## config.mk

```make
export PLATFORM = sky130hd
export DESIGN_NAME = mem_readback
export DESIGN_NICKNAME = d
export VERILOG_FILES = /design/src/rtl/mem_readback.sv
export SDC_FILE = /design/constraint.sdc
export NUM_CORES = 2
export LEC_CHECK = 0
export ABC_AREA = 1
export CORE_ASPECT_RATIO = 1.5
export CORE_MARGIN = 2
export CORE_UTILIZATION = 47
export DETAILED_ROUTE_END_ITERATION = 12
export PLACE_DENSITY = 0.69
export SYNTH_ARGS = -nofsm -noshare
export SYNTH_HDL_FRONTEND = slang
export SYNTH_SLANG_ARGS = --single-unit
export TNS_END_PERCENT = 1
```

## constraint.sdc

```tcl
create_clock -name clk -period 75.3 [get_ports clk]
set_clock_uncertainty 0.1 [all_clocks]
set_input_delay 15.06 -clock clk [delete_from_list [all_inputs] [get_ports clk]]
set_output_delay 15.06 -clock clk [all_outputs]
set_load 0.05 [all_outputs]
```

## src/rtl/mem_readback.sv

```systemverilog
// Sweeps a synchronous-read memory from address 0 to DEPTH_MEM-1 and streams
// each word with its address through a 4-entry valid/ready output FIFO.
module mem_readback #(
    parameter int WID_MEM   = 256,
    parameter int DEPTH_MEM = 256,
    parameter int ADDR_W    = 8
) (
    input  logic               clk,
    input  logic               reset,
    input  logic               start,
    output logic               busy,
    output logic               done,
    output logic [ADDR_W-1:0]  raddr,
    input  logic [WID_MEM-1:0] rdata,
    output logic               m_valid,
    input  logic               m_ready,
    output logic [WID_MEM-1:0] m_data,
    output logic [ADDR_W-1:0]  m_addr,
    output logic               m_last
);

    typedef enum logic [1:0] {
        IDLE,
        RUN,
        DRAIN
    } state_t;

    localparam logic [ADDR_W-1:0] LAST_ADDR = ADDR_W'(DEPTH_MEM - 1);

    state_t             state_q, state_d;
    logic [ADDR_W-1:0]  raddr_q, raddr_d;
    logic               flightValid_q;
    logic [ADDR_W-1:0]  flightAddr_q;
    logic [WID_MEM-1:0] fifoData_q [4];
    logic [ADDR_W-1:0]  fifoAddr_q [4];
    logic [1:0]         wrPtr_q;
    logic [1:0]         rdPtr_q;
    logic [2:0]         count_q;
    logic [2:0]         count_d;
    logic               done_q;
    logic               issue;
    logic               push;
    logic               pop;

    assign m_valid = (count_q != 3'd0);
    assign m_data  = fifoData_q[rdPtr_q];
    assign m_addr  = fifoAddr_q[rdPtr_q];
    assign m_last  = m_valid && (m_addr == LAST_ADDR);
    assign busy    = (state_q != IDLE);
    assign done    = done_q;
    assign raddr   = raddr_q;
    assign push    = flightValid_q;
    assign pop     = m_valid && m_ready;
    assign count_d = count_q + {2'b00, push} - {2'b00, pop};

    // Reads are throttled so buffered plus in-flight words never exceed the
    // FIFO depth; a start coinciding with the done pulse is not accepted.
    always_comb begin
        state_d = state_q;
        raddr_d = raddr_q;
        issue   = 1'b0;
        case (state_q)
            IDLE: begin
                if (start && !done_q) begin
                    state_d = RUN;
                    raddr_d = '0;
                end
            end
            RUN: begin
                if ((count_q + {2'b00, flightValid_q}) < 3'd4) begin
                    issue = 1'b1;
                    if (raddr_q == LAST_ADDR) begin
                        state_d = DRAIN;
                    end else begin
                        raddr_d = raddr_q + 1'b1;
                    end
                end
            end
            DRAIN: begin
                if (pop && m_last) begin
                    state_d = IDLE;
                end
            end
            default: state_d = IDLE;
        endcase
    end

    always_ff @(posedge clk or posedge reset) begin
        if (reset) begin
            state_q       <= IDLE;
            raddr_q       <= '0;
            flightValid_q <= 1'b0;
            flightAddr_q  <= '0;
            done_q        <= 1'b0;
        end else begin
            state_q       <= state_d;
            raddr_q       <= raddr_d;
            flightValid_q <= issue;
            flightAddr_q  <= raddr_q;
            done_q        <= pop && m_last;
        end
    end

    // Memory data for last cycle's read is present now and captured here.
    always_ff @(posedge clk or posedge reset) begin
        if (reset) begin
            for (int i = 0; i < 4; i++) begin
                fifoData_q[i] <= '0;
                fifoAddr_q[i] <= '0;
            end
            wrPtr_q <= 2'd0;
            rdPtr_q <= 2'd0;
            count_q <= 3'd0;
        end else begin
            if (push) begin
                fifoData_q[wrPtr_q] <= rdata;
                fifoAddr_q[wrPtr_q] <= flightAddr_q;
                wrPtr_q             <= wrPtr_q + 2'd1;
            end
            if (pop) begin
                rdPtr_q <= rdPtr_q + 2'd1;
            end
            count_q <= count_d;
        end
    end

endmodule

```

# Word-level counts from Yosys, hierarchy flattened
# Cells that the tools add are included.
[word_totals]
ff_bits = 1083
in_bits = 260
output_inout_bits = 276
elab_cells = 71
[classes]
addsub = 5
n_lt_le_gt_ge = 4
eq_ne = 9
mux = 23
n_bitwise = 2
n_reduce_logical = 12
[op_table]
columns = ["op", "count"]
rows = [
  ["1024-bit bitwise mux", 1],
  ["256-bit 2-to-1 mux", 3],
  ["256-bit binary-select mux with 2-bit select", 1],
  ["256-bit demux with 2-bit select", 1],
  ["8-bit 2-to-1 mux", 6],
  ["32-bit bitwise mux", 1],
  ["8-bit binary-select mux with 2-bit select", 1],
  ["8-bit demux with 2-bit select", 1],
  ["8-bit == test (second input constant)", 2],
  ["8-bit case mux with 2 select lines", 1],
  ["2-bit != test (second input constant)", 5],
  ["8-bit by 1-bit adder with 8-bit output (second input constant)", 1],
  ["2-bit 2-to-1 mux", 4],
  ["4-bit AND reduction", 2],
  ["3-bit >= comparator (second input constant)", 2],
  ["2-bit NOT with 3-bit output", 2],
  ["2-bit case mux with 3 select lines", 1],
  ["1-bit logical AND", 5],
  ["2-bit by 1-bit adder with 2-bit output (second input constant)", 2],
  ["2-bit nonzero test", 2],
  ["3-bit by 1-bit adder with 3-bit output", 1],
  ["3-bit by 1-bit < comparator with 1-bit output (second input constant)", 1],
  ["3-bit < comparator (second input constant)", 1],
  ["3-bit nonzero test", 1],
  ["6 further kinds", 7],
]

# Depth between registers and ports, before layout
[logic_depth]
depth_word = 9
depth_mapped = 12
mapped_depth_nobuf = 10

# Least setup slack after synthesis
# OpenSTA, ideal clock, no wires.
[synth_timing]
path_kind = "reg2out"
startpoint = "register rdPtr_q[0]"
endpoint = "output port m_last"
t_arrival_ps = 2016
required_ps = 60140
slack_ps = 58124
path_stages_with_launch = 10
n_path_buf = 2
cell_sequence = "dfrtp_1 > buf_6 > inv_2 > buf_4 > nand2_1 > nand3_1 > nand2_1 > inv_1 > nand4_1 > nor2_1"
[synth_between]
elab_chain_len = 6
[synth_lines]
columns = ["element", "line", "text"]
rows = [
  ["from (decl)", "37", "logic [1:0] rdPtr_q;"],
  ["from (signal assigned)", "121", "rdPtr_q <= rdPtr_q + 2'd1;"],
  ["2-bit NOT with 3-bit output (implied by the code)", "47", "assign m_addr = fifoAddr_q[rdPtr_q];"],
  ["8-bit binary-select mux with 2-bit select", "47", ""],
  ["8-bit 2-to-1 mux (implied by the code) (2 in series)", "47", ""],
  ["via m_addr[4]", "18", "output logic [ADDR_W-1:0] m_addr,"],
  ["8-bit == test", "48", "assign m_last = m_valid && (m_addr == LAST_ADDR);"],
  ["1-bit logical AND", "48", ""],
  ["to (decl)", "19", "output logic m_last"],
]
# The timed path passes the listed nets, and every way through them passes these cells. The select of a mux whose other input is x is not followed.

# Final worst setup path
[layout_timing]
startpoint = "register rdPtr_q[0]"
endpoint = "output port m_data[84]"
[layout_between]
elab_chain_len = 4
[layout_lines]
columns = ["element", "line", "text"]
rows = [
  ["2-bit NOT with 3-bit output (implied by the code)", "46", "assign m_data = fifoData_q[rdPtr_q];"],
  ["256-bit binary-select mux with 2-bit select", "46", ""],
  ["256-bit 2-to-1 mux (implied by the code) (2 in series)", "46", ""],
  ["to (decl)", "17", "output logic [WID_MEM-1:0] m_data,"],
]
# No other way between the ends. The select of a mux whose other input is x is not followed.

==> results.cfg <==
[setup_path]
setup.worst_path.start_class = register
reg2reg_slack_ns = 71.14
cp.required_ns = 60.14
critical-path-max-stage-delay_ns = 0.91
cp_max_fo = 190
worstPathArrival_ns = 5.24
cpMostUsedCell = buf_4
ff2ff_path_depth = 7
r2r_end = fifoData_q[395]
slowest_stage = clkdlybuf4s50_1
reg2reg_from = wrPtr_q[0]
crit_type = register to output port
path_cells = inv_8 > buf_4 > buf_4 > o21ai_0 > o22ai_1 > clkdlybuf4s50_1
critPathCaptureType = output port

[timing]
worst_slack_ns = 54.90
slew_headroom_pct = 17.3
timing.fmax_ghz = 0.0490
tightest_slew_ns = 1.24
hold_viol_final = 0
hold_slack_ns = 0.361
fin_crit_sh_pct = 27.1
fin_tns_setup_ns = 0
finalSetupViolCount = 0
slew_violations = 0
grt_setup_unrepaired = false
period_needed_ns = 20.40

[detailed_routing]
wl_met2_microns = 60300
dr.pass1.iters = 5
top_layer = met5
wl_met3_microns = 9570
wl_microns = 125000
drt-vias-per-instance = 5.44
drc = 0
drt_iter0_drc = 3366
drt-met1-wl_microns = 51900
antenna_left = 0
vias = 38011
wl_per_cell_microns = 18.0

[synth]
synth_nets = 5604
synth_edf_count = 0
yosysWarnings = 0
async_reset_ff_share_pct = 100
yosysTopAreaCell = dfrtp_1
netlist_top_cells_area = dfrtp_1 (59%), o21ai_0 (17%), nand2_1 (9.1%)
synth_top_area_share_pct = 58.7
synth_area_per_cell_sq_um = 8.66
ys.flop_type = dfrtp_1
ys_types = 26
synth_seq_cells = 1083
synth_commonest_cells = o21ai_0 (1,577), nand2_1 (1,121), dfrtp_1 (1,083), nor2_1 (531), inv_1 (302)
syn_inst = 5335
synth_most_common_cell = o21ai_0
synth.yosys.seq_area_share_pct = 58.7
synth.cell_area_sq_um = 46200

[job]
drv_cap = 0

[placed_design]
place_ws_ns = 55.41
dp_cells = 6778
gp_congestion = 0.788
portBuffers = 535
place_hpwl_microns = 72600

[cells_and_area]
syn_to_final_growth_pct = 19.9
drive_above_1_share_pct = 4.04
multiInputGateArea_sq_um = 16100
final_nets = 5874
final_cell_count_no_fill = 6982
final-seq-area_sq_um = 27100
fill_cells = 8795

[hold_path]
min_path_cells = 0
min_to = flightAddr_q[4]
min_path_type = register to register
min-delay-start = raddr[4]

[cts]
cts_resized = 0
insertion_delay_ns = 0.69
cts_buffers = 103
cts_tree = done
clockRootBuffer = clkbuf_16
cts.sinks = 1083
hold_buffers = 0
post-cts-setup-buffers = 0
clock_tree.buffer_depth = 3
h-tree-depth = 3
clkTransAtPathRegs_ns = 0.06

[grt]
grt_pass1_wl_microns = 203000
track_usage_pct = 24.9
grt_overflow = 0
antenna_found_initial = 26
grt_start_max_net_pins = 254
grt_pass1_vias = 37310

[floorplan]
die-area_sq_um = 101000
die_w_microns = 260
die_y_microns = 388
start_util_pct = 47.5
io_pins = 536
core_area_sq_um = 97200
rows = 140

[outcome]
status = complete, no violations
-- registers in the layout (all words and copies together) (netlist names), 2 cells and up --
signal        flops
rdPtr_q           2
state_q           2
fifoAddr_q       32
fifoData_q     1024
wrPtr_q           2
raddr             8
flightAddr_q      8
count_q           3
-- per-layer routing --
layer | GRT usage (%) | up-vias
li1 | - | 18190
met1 | 31.8 | 18494
met2 | 40.7 | 1102
met3 | 6.34 | 199
met4 | 9.15 | 26
met5 | 0 | -
-- per-stage QoR --
step | area (sq um) | utilization, %
after floorplan | 46200 | -
after global placement | 51700 | 53.2
after detailed placement | 51700 | 53.2
after CTS | 55400 | 56.9
after global routing | 55400 | 57.0
final | 55400 | 57.0
-- final cells by class --
type / count / share of cell area [%]
flip-flops and latches: 1083 / 48.9
inverters: 303 / 2.09
well taps: 1278 / 2.89
multi-input cells: 3540 / 29.1
repair buffers: 574 / 10.3
diodes: 13 / 0.0587
clock buffers: 147 / 5.44
clock inverters: 44 / 1.13
-- worst max-delay path by stage --
stage                     from               to  slack [ns]
floorplan                reset       count_q[0]       29.65
global placement         reset  fifoData_q[185]       55.43
detailed placement       reset  fifoData_q[185]       55.41
CTS                 rdPtr_q[0]      m_data[173]       54.82
global route        rdPtr_q[0]       m_data[96]       54.53
finish              rdPtr_q[0]       m_data[84]       54.90
-- worst max-delay path, delay by kind of cell (launching register included) --
family	cells	cell delay, ns
AOI/OAI and AO/OA	2	0.35
buffers and inverters	4	3.12
DFF	1	0.66
-- layout by cell type (no fill, tap or decap), types with 3 or more instances in the layout --
cell / instances
o21ai_0: 1577
nand2_1: 1117
dfrtp_1: 1081
clkdlybuf4s50_1: 535
nor2_1: 531
inv_1: 300
o22ai_1: 257
clkbuf_16: 104
buf_4: 33
clkbuf_8: 25
nand3_1: 20
clkbuf_1: 18
clkinv_2: 17
diode_2: 13
bufinv_16: 11
ha_1: 9
xor2_1: 8
clkinvlp_4: 7
buf_12: 6
nand2_4: 4
nand2_2: 4
inv_8: 3
nor3_1: 3
clkinv_16: 3
clkinv_4: 3
-- kinds of logic after synthesis --
logic type	synth area share [%]
flops	58.7
simple gates	13.8
compound gates	20.6
buf+inv	6.47
xor+xnor	0.152
fa+ha+maj	0.244
Power is left out: the tool's default activity adds up to more than one toggle a clock period on the data nets, which glitch-free logic cannot reach.
